<file path="src/rtl/jack_frost_pkg.sv">
// Shared types and default constants for the jump controller.
// Holds the FSM state encoding, coordinate width and default physics constants.
package jack_frost_pkg;

  localparam int COORD_W = 9;
  localparam int CALC_W  = 11;

  localparam logic signed [COORD_W-1:0] DEF_JUMP_V = 9'sd40;
  localparam logic        [COORD_W-1:0] DEF_G      = 9'd14;
  localparam logic signed [COORD_W-1:0] DEF_V_TERM = 9'sd64;

  typedef logic        [COORD_W-1:0] coord_t;
  typedef logic signed [COORD_W-1:0] vel_t;
  typedef logic signed [CALC_W-1:0]  calc_t;

  typedef enum logic {
    ST_GROUND = 1'b0,
    ST_AIR    = 1'b1
  } state_e;

  // Widen a height (unsigned) or a velocity (signed) to the arithmetic width.
  function automatic calc_t ext_u(coord_t a);
    return calc_t'({2'b00, a});
  endfunction

  function automatic calc_t ext_s(vel_t a);
    return calc_t'({{2{a[COORD_W-1]}}, a});
  endfunction

endpackage

</file>
<file path="src/rtl/jump_ctrl_if.sv">
// Frame/button/floor inputs and position/velocity/status outputs of jump_ctrl.
interface jump_ctrl_if;
  import jack_frost_pkg::*;

  logic   frame_tick;
  logic   jump_btn;
  coord_t ground_y;
  coord_t y;
  vel_t   v;
  logic   air;
  logic   landed;

  modport master (
    output frame_tick, jump_btn, ground_y,
    input  y, v, air, landed
  );

  modport slave (
    input  frame_tick, jump_btn, ground_y,
    output y, v, air, landed
  );

endinterface

</file>
<file path="src/rtl/jump_ctrl_edge_rise.sv">
// Rising-edge detector: one-cycle pulse when d goes from 0 to 1.
module edge_rise (
  input  logic clk,
  input  logic rst_n,
  input  logic d,
  output logic rise
);

  logic d_q;
  logic d_d;

  always_comb d_d = d;

  // NOTE: sequential state uses non-blocking assignments so every flop samples pre-edge values.
  always_ff @(posedge clk or negedge rst_n) begin
    if (!rst_n) d_q <= 1'b0;
    else        d_q <= d_d;
  end

  assign rise = d & ~d_q;

endmodule

</file>
<file path="src/rtl/jump_ctrl.sv">
// Per-frame jump/fall physics for a platformer player (GROUND/AIR FSM).
// Optional feature: define JUMP_CTRL_DOUBLE_JUMP_EN for one extra mid-air jump.
module jump_ctrl
  import jack_frost_pkg::*;
#(
  parameter vel_t   JUMP_V = DEF_JUMP_V,
  parameter coord_t G      = DEF_G,
  parameter vel_t   V_TERM = DEF_V_TERM
) (
  input  logic         clk,
  input  logic         rst_n,
  jump_ctrl_if.slave   bus
);

  localparam calc_t JUMP_EXT  = calc_t'({{2{JUMP_V[COORD_W-1]}}, JUMP_V});
  localparam calc_t G_EXT     = calc_t'({2'b00, G});
  localparam calc_t HALF_G    = calc_t'({3'b000, G[COORD_W-1:1]});
  localparam calc_t NEG_VTERM = -calc_t'({{2{V_TERM[COORD_W-1]}}, V_TERM});
  localparam calc_t Y_MAX     = calc_t'(11'sd511);
  localparam calc_t LAUNCH_V  = JUMP_EXT - G_EXT;

  state_e state_q, state_d;
  coord_t y_q, y_d;
  vel_t   v_q, v_d;
  logic   landed_q, landed_d;
  logic   jump_req_q, jump_req_d;
  logic   rise;
  logic   req;
  logic   dj_take;
  calc_t  y_ext, v_ext, gy_ext;
  calc_t  launch_y, fall_y, fall_v;

  edge_rise u_edge (
    .clk   (clk),
    .rst_n (rst_n),
    .d     (bus.jump_btn),
    .rise  (rise)
  );

  // An edge arriving on the tick cycle itself counts for that tick.
  assign req = jump_req_q | rise;

`ifdef JUMP_CTRL_DOUBLE_JUMP_EN
  logic spare_q, spare_d;

  assign dj_take = req & spare_q;

  always_comb begin
    spare_d = spare_q;
    if (state_q == ST_GROUND)                            spare_d = 1'b1;
    else if (bus.frame_tick && dj_take)                  spare_d = 1'b0;
  end

  always_ff @(posedge clk or negedge rst_n) begin
    if (!rst_n) spare_q <= 1'b1;
    else        spare_q <= spare_d;
  end
`else
  assign dj_take = 1'b0;
`endif

  always_comb begin
    y_ext    = ext_u(y_q);
    v_ext    = ext_s(v_q);
    gy_ext   = ext_u(bus.ground_y);
    launch_y = y_ext + JUMP_EXT - HALF_G;
    fall_y   = y_ext + v_ext - HALF_G;
    fall_v   = v_ext - G_EXT;
    if (fall_v < NEG_VTERM) fall_v = NEG_VTERM;
  end

  // NOTE: every output of this block gets a default first, so no path can infer a latch.
  always_comb begin
    state_d    = state_q;
    y_d        = y_q;
    v_d        = v_q;
    landed_d   = 1'b0;
    jump_req_d = req;

    if (bus.frame_tick) begin
      jump_req_d = 1'b0;
      unique case (state_q)
        ST_GROUND: begin
          if (req) begin
            y_d     = launch_y[COORD_W-1:0];
            v_d     = LAUNCH_V[COORD_W-1:0];
            state_d = ST_AIR;
          end else if (bus.ground_y < y_q) begin
            v_d     = '0;
            state_d = ST_AIR;
          end else begin
            y_d = bus.ground_y;
            v_d = '0;
          end
        end
        ST_AIR: begin
          if (dj_take) begin
            y_d = launch_y[COORD_W-1:0];
            v_d = LAUNCH_V[COORD_W-1:0];
          end else if (fall_y <= gy_ext) begin
            y_d      = bus.ground_y;
            v_d      = '0;
            state_d  = ST_GROUND;
            landed_d = 1'b1;
          end else if (fall_y > Y_MAX) begin
            y_d = Y_MAX[COORD_W-1:0];
            v_d = '0;
          end else begin
            y_d = fall_y[COORD_W-1:0];
            v_d = fall_v[COORD_W-1:0];
          end
        end
        default: state_d = ST_GROUND;
      endcase
    end
  end

  always_ff @(posedge clk or negedge rst_n) begin
    if (!rst_n) begin
      state_q    <= ST_GROUND;
      y_q        <= '0;
      v_q        <= '0;
      landed_q   <= 1'b0;
      jump_req_q <= 1'b0;
    end else begin
      state_q    <= state_d;
      y_q        <= y_d;
      v_q        <= v_d;
      landed_q   <= landed_d;
      jump_req_q <= jump_req_d;
    end
  end

  assign bus.y      = y_q;
  assign bus.v      = v_q;
  assign bus.air    = (state_q == ST_AIR);
  assign bus.landed = landed_q;

endmodule

</file>
<file path="src/flat_wrapper.sv">
// flat-port wrapper written by rule: the top's interface ports become plain ports
module jump_ctrl_flat import jack_frost_pkg::*;
#(
  parameter vel_t   JUMP_V = DEF_JUMP_V,
  parameter coord_t G      = DEF_G,
  parameter vel_t   V_TERM = DEF_V_TERM
)
  (clk, rst_n, bus_frame_tick, bus_jump_btn, bus_ground_y, bus_y, bus_v, bus_air, bus_landed);
  jump_ctrl_if bus_i ();
  input  logic clk;
  input  logic rst_n;
  input wire logic [$bits(bus_i.frame_tick)-1:0] bus_frame_tick;
  input wire logic [$bits(bus_i.jump_btn)-1:0] bus_jump_btn;
  input wire logic [$bits(bus_i.ground_y)-1:0] bus_ground_y;
  output wire logic [$bits(bus_i.y)-1:0] bus_y;
  output wire logic [$bits(bus_i.v)-1:0] bus_v;
  output wire logic [$bits(bus_i.air)-1:0] bus_air;
  output wire logic [$bits(bus_i.landed)-1:0] bus_landed;
  assign bus_i.frame_tick = bus_frame_tick;
  assign bus_i.jump_btn = bus_jump_btn;
  assign bus_i.ground_y = bus_ground_y;
  assign bus_y = bus_i.y;
  assign bus_v = bus_i.v;
  assign bus_air = bus_i.air;
  assign bus_landed = bus_i.landed;
  jump_ctrl #(.JUMP_V(JUMP_V), .G(G), .V_TERM(V_TERM)) u_core (.clk(clk), .rst_n(rst_n), .bus(bus_i));
endmodule
</file>
<file path="config.mk">
export PLATFORM = sky130hd
export DESIGN_NAME = jump_ctrl_flat
export DESIGN_NICKNAME = d
export VERILOG_FILES = /design/src/rtl/jack_frost_pkg.sv /design/src/rtl/jump_ctrl_if.sv /design/src/rtl/jump_ctrl_edge_rise.sv /design/src/rtl/jump_ctrl.sv /design/src/flat_wrapper.sv
export SDC_FILE = /design/constraint.sdc
export NUM_CORES = 1
export LEC_CHECK = 0
export BUFFER_PORTS_ARGS = -buffer_cell sky130_fd_sc_hd__buf_4
export CAP_MARGIN = 15
export CORE_MARGIN = 5
export CORE_UTILIZATION = 52
export CTS_CLUSTER_DIAMETER = 60
export DETAILED_ROUTE_END_ITERATION = 6
export MAX_ROUTING_LAYER = met4
export PLACE_DENSITY_LB_ADDON = 0.08
export SYNTH_ARGS = -nofsm -noshare
export SYNTH_HDL_FRONTEND = slang
export SYNTH_SLANG_ARGS = --single-unit
export TNS_END_PERCENT = 30
</file>
<file path="constraint.sdc">
create_clock -name clk -period 7.5 [get_ports clk]
set_input_delay 0.75 -clock clk [delete_from_list [all_inputs] [get_ports clk]]
set_output_delay 0.75 -clock clk [all_outputs]
set_load 0.05 [all_outputs]
</file>
; ---- Word level (Yosys, flattened, before mapping)
; Cells that the tools add are included.
; Widths: inputs -> output; s select.
[op_classes]
n_addsub = 5
n_lt_le_gt_ge = 4
n_eq_ne = 1
mux = 18
bitwise = 4
n_reduce_logical = 1
[ops]
columns = op, count
row1 = $mux 9, 7
row2 = $pmux 9 s2, 2
row3 = $add 10x9->11, 1
row4 = $gt 11x10->1 const B, 1
row5 = $le 11x10->1, 1
row6 = $sub 11x4->11 const B, 1
row7 = $lt 10x7->1 const B, 1
row8 = $sub 9x5->10 const B, 1
row9 = $add 9x6->9 const B, 1
row10 = $lt 9x9->1, 1
row11 = $sub 9x4->9 const B, 1
row12 = $mux 1, 7
row13 = $mux 5, 1
row14 = $ne 3x2->1 const B, 1
row15 = $not 1->1, 2
row16 = $pmux 1 s2, 1
row17 = $reduce_and 2->1, 1
row18 = $and 1x1->1, 1
row19 = $or 1x1->1, 1
[word_totals]
regBits = 22
input_bits = 13
out_inout_bits = 20
elab_cells = 39

; ---- Longest topological paths before layout
[logic_depth]
ltp_word = 6
ltp_mapped = 18
mapped_depth_nobuf = 17

; ---- Modules after synthesis
; From an unflattened synthesis, not the netlist that was laid out.
[unflattened]
hier_cells = 307
hier_area_um2 = 2447.3
[by_module_without_submodules]
columns = module, n_inst, cells_per_inst, area_each_um2, seq_area_each_um2
row1 = jump_ctrl, 1, 305, 2408.6, 500.5
row2 = edge_rise, 1, 2, 38.8, 25.0

; ---- Worst setup path after synthesis
; Ideal clock, no wire load.
[synth_path]
path_type = register to register
startpoint = reg u_core.v_q[1], in the netlist u_core.bus.v[1]
endpoint = reg u_core.v_q[3], in the netlist u_core.bus.v[3]
setup_time_ns = 0.126
arrival_time_ns = 3.873
required_time_ns = 7.374
slack_ns = 3.501
path_stages_with_launch = 18
path_buffers = 1
period_less_slack_ns = 3.999
path_cell_list = dfrtp_1 ha_1 ha_1 inv_1 fa_1 nor2b_4 o31a_1 or2_1 inv_1 ha_1 nand3_1 nor4b_1 o21ai_0 o31ai_1 a21o_2 buf_6 o41ai_1 a221o_1
[synth_via]
elab_chain_cells = 6
elab_cells_between_ends = 10
cone_classes = add/sub (3) / order compare (3) / mux (4)
[synth_lines]
columns = item, line
row1 = from (decl), jump_ctrl.sv:24  ; vel_t v_q, v_d;
row2 = from (signal assigned), jump_ctrl.sv:128  ; v_q <= v_d;
row3 = $add 10x9->11 / $sub 9x5->10 (equally long branches), "jump_ctrl.sv:67, jump_ctrl.sv:68"
row4 = $sub 11x4->11 / $lt 10x7->1 (equally long branches), "jump_ctrl.sv:67, jump_ctrl.sv:69"
row5 = $gt 11x10->1 / $mux 9 (equally long branches), "jump_ctrl.sv:105, jump_ctrl.sv:69"
row6 = $mux 9, jump_ctrl.sv:105  ; end else if (fall_y > Y_MAX) begin
row7 = $mux 9 *, jump_ctrl.sv:100  ; end else if (fall_y <= gy_ext) begin
row8 = $pmux 9 s2 *, jump_ctrl.sv:82  ; unique case (state_q)
; Mark *: on every way between the ends. The rest lies on a longest branch, timed or not.
; A chain may end at the register's enable or synchronous reset.

; ---- Worst setup path after layout
; Ends and elaborated chain as after synthesis.

==> results.md <==
- In this run the horizontal extent of the chip is 81.36 µm.
- The via density per instance is 5.947.
- The proportion of register bits with asynchronous set or reset after synthesis is 100.0%.
- For the pin with the worst max-slew slack, the measured transition is 0.7189 ns.
- The run finished with clean final reports.
- Once the floorplan was initialized, standard cells occupied 52.85% of the core.
- The clock tree skew after final layout is 0.001923 ns.
- The number of iterations in the first detailed-routing pass is 4.
- The number of buffers added to fix hold violations after cts is 0.
- The number of placed I/O pins is 33.
- Yosys mapped a number of flops with a built-in enable equal to 0.
- STA classifies the critical path endpoint as a flop.
- Max-cap violations in this run came to 0.
- The maximum number of pins on one net before global-route repair is 22.
- The filler cells instantiated in the layout total 493.
- The worst register-to-register path begins at u_core.bus.v[1].
- In this run, post-CTS repair resized a total of 0 instances.
- The commonest register cell after synthesis is sky130_fd_sc_hd__dfrtp_1.
- The worst slew margin relative to its limit is 51.90%.
- For this run, the number of standard cells in the final layout without fillers is 413.
- The number of hold violations in the final report is 0.
- The top cell types in the final layout, fill and taps aside, are sky130_fd_sc_hd__inv_1 (46), sky130_fd_sc_hd__ha_1 (36), sky130_fd_sc_hd__buf_4 (31).
- The via count of the first global-routing pass came to 2354.
- The routed design could run at a clock period as short as 4.240 ns.
- The combined buffer and inverter count along the critical path is 2.
- The number of nets in the synthesized netlist is 372.
- In this run the deepest clock path goes through 2 buffers.
- In the final routed layout, each cell accounts on average for 17.08 µm.
- The number of endpoints failing setup at the final stage is 0.
- Synthesis produced 321 cells.
- The die is 81.36 µm tall.
- The clock transition time at the flip-flop clock pins of the worst setup and hold paths is 0.08 ns.
- The global-route usage over all layers is 22.88%.
- Walking the worst path, the cells encountered are ha_1, ha_1, inv_1, fa_1, nor2b_4, o31a_1, or2_1, inv_1, ha_1, nand3_1, nor4b_1, o21ai_0, o31ai_1, a21o_2, o41ai_1, a221o_1.
- At the end of the flow, the number of nets in the layout was 395.
- The flip-flop and latch count after synthesis is 21.
- The initial antenna violation count is 0.
- CTS built an H-tree with a depth of 1.
- The critical path launch point is u_core.bus.v[1].
- The mean instance size in the synthesized netlist is 8.248 µm².
- Synthesis instantiated 71 different standard cells from the library.
- The post-synthesis to final-layout area growth is 10.54%.
- Wires add up to 7056 µm.
- The Yosys step of the flow raised 0 warnings.
- The core region is 5010 µm².
- The critical path arrival is 4.39 ns.
- The part of the cycle the worst path needs is 56.53%.
- Setup repair after global routing left no endpoint under its margin.
- The number of max-slew violations in the final report is 0.
- The synthesized netlist occupies a cell area of 2648 µm².
- The slack of the worst reg-to-reg path is 3.26 ns.
- In the final timing run, aggregate negative setup slack is 0 ns.
- The last weighted congestion value of the routability-driven placer is 0.9127.
- The slowest stage of the critical path is the sky130_fd_sc_hd__dfrtp_1 cell.
- Static timing analysis puts the maximum clock frequency at 0.2359 GHz.
- The number of sinks on the clock net is 21.
- Summing over every cut layer, the via total after detailed routing is 2456.
- The antenna diode count is 0.
- The leftover overflow at the end of global routing is 0.
- The layout cell share with drive strength beyond 1 is 14.58%.
- The estimated wirelength of the detail-placed design is 5785 µm.
- The number of placed instances, taps included is 409.
- The type of the tightest min-delay check is in -> async.
- The most common cell after layout, fill and taps aside is sky130_fd_sc_hd__inv_1.
- The type of the worst setup path is reg -> reg.
- Buffers added to address setup during post-CTS repair amount to 0.
- The count of input and output buffers is 31.
- Of the synthesized area, sequential elements account for 19.85%.
- The die footprint is 6619 µm².
- The clock insertion delay at the later pin of the skew report is 0.26 ns.
- In this run the core area contains 26 standard-cell rows.
- The first global-routing pass estimated 11450 µm of wire.
- Of all nets on the critical path, the largest fanout is 21.
- Once detail routing completed, the nets flagged for antenna violations numbered 0.
- After layout, the worst setup slack is 3.260 ns.
- The delay of the slowest cell on the worst path is 0.47 ns.
- In this run, the number of DRC markers left after iteration 0 of detailed routing was 155.
- After detailed routing, the number of remaining DRC violations is 0.
- The kind of start point of the critical path is a flop.
- The post-placement setup slack is 3.272 ns.
- The cell type with the highest occurrence count on the critical path is sky130_fd_sc_hd__ha_1.
- The clock buffer count from CTS is 3.
- The root buffer cell chosen for the clock tree is sky130_fd_sc_hd__clkbuf_8.
- The worst path required time is 7.65 ns.
- TritonCTS built the clock tree.
- The family with the most delay on the worst path is compound AO/OA/AOI/OAI gates.
==> worst register-to-register path: stages (launching register included) <==
cell                      delay, ns
sky130_fd_sc_hd__dfrtp_1       0.47
sky130_fd_sc_hd__ha_1          0.35
sky130_fd_sc_hd__ha_1          0.21
sky130_fd_sc_hd__inv_1         0.07
sky130_fd_sc_hd__fa_1          0.43
sky130_fd_sc_hd__nor2b_4       0.18
sky130_fd_sc_hd__o31a_1        0.20
sky130_fd_sc_hd__or2_1         0.21
sky130_fd_sc_hd__inv_1         0.06
sky130_fd_sc_hd__ha_1          0.30
sky130_fd_sc_hd__nand3_1       0.10
sky130_fd_sc_hd__nor4b_1       0.27
sky130_fd_sc_hd__o21ai_0       0.16
sky130_fd_sc_hd__o31ai_1       0.28
sky130_fd_sc_hd__a21o_2        0.39
sky130_fd_sc_hd__o41ai_1       0.15
sky130_fd_sc_hd__a221o_1       0.30
==> layout make-up <==
cell class	count	area [µm²]	area share [%]
inverter	46	172.7	5.900
timing repair buffer	31	232.7	7.952
clock buffer	4	45.04	1.539
multi-input combinational	241	1863	63.66
tap	70	87.58	2.993
sequential	21	525.5	17.96
==> Yosys cell counts, types with 4 or more instances <==
master,n,area share [%]
sky130_fd_sc_hd__a21o_1,5,1.4
sky130_fd_sc_hd__o211ai_1,4,1.1
sky130_fd_sc_hd__o21ai_0,12,2.3
sky130_fd_sc_hd__a31oi_1,4,0.95
sky130_fd_sc_hd__dfrtp_1,21,20
sky130_fd_sc_hd__a21oi_1,16,3.0
sky130_fd_sc_hd__nor3_1,5,0.95
sky130_fd_sc_hd__inv_1,46,6.5
sky130_fd_sc_hd__nor4_1,6,1.4
sky130_fd_sc_hd__and3_1,7,1.7
sky130_fd_sc_hd__nor2b_1,8,1.9
sky130_fd_sc_hd__nand2_1,19,2.7
sky130_fd_sc_hd__nand3_1,11,2.1
sky130_fd_sc_hd__ha_1,36,17
sky130_fd_sc_hd__o21a_1,6,1.7
sky130_fd_sc_hd__o22a_1,5,1.7
sky130_fd_sc_hd__xnor2_1,7,2.3
sky130_fd_sc_hd__o221ai_1,4,1.3
sky130_fd_sc_hd__nor2_1,18,2.6
==> routing by layer <==
layer  track usage (%)  vias to the layer above  wire length, µm
met1             31.64                     1140             3229
met2             36.73                       79             3267
li1                  -                     1233                -
met5                 -                        -                0
met3             1.774                        4              510
met4             4.561                        0               48
==> state kept, by name, summed over array words and instances, names as in the netlist <==
register	cells
u_core.bus.landed	1
u_core.bus.v	8
u_core.u_edge.d_q	1
u_core.bus.air	1
u_core.bus.y	9
u_core.jump_req_q	1
==> kinds of logic (layout without fill, tap and decap cells) <==
logic type      Yosys count  count (layout)  share of synthesized area [%]
fa+ha+maj                38              38                          18.53
flops                    21              21                          19.85
xor+xnor                  7               7                          2.316
compound gates          100             100                          29.87
mux                       3               3                          1.181
buf+inv                  59              81                          9.782
other cells               1               1                         0.1416
simple gates             92              92                          18.34
==> path summary, 6_finish.rpt <==
check	endpoint	cells after the start
max in group asynchronous	u_core.bus.y[5]	1
min	u_core.bus.v[8]	1
max	u_core.bus.v[3]	16
min in group clk	u_core.jump_req_q	2
min reg2reg	u_core.jump_req_q	2
max reg2reg	u_core.bus.v[3]	16
==> per-stage QoR <==
step	instance area [µm²]	hold slack, ns	utilization [%]
after global placement	2882	0.5181	57.52
after global routing	2927	0.3775	58.42
after detailed placement	2882	0.5255	57.52
after floorplan	2648	0.4544	-
final	2927	0.3662	58.42
after CTS	2927	0.3725	58.42
Power is left out: the tool's default activity adds up to more than one toggle a clock period on the data nets, which glitch-free logic cannot reach.
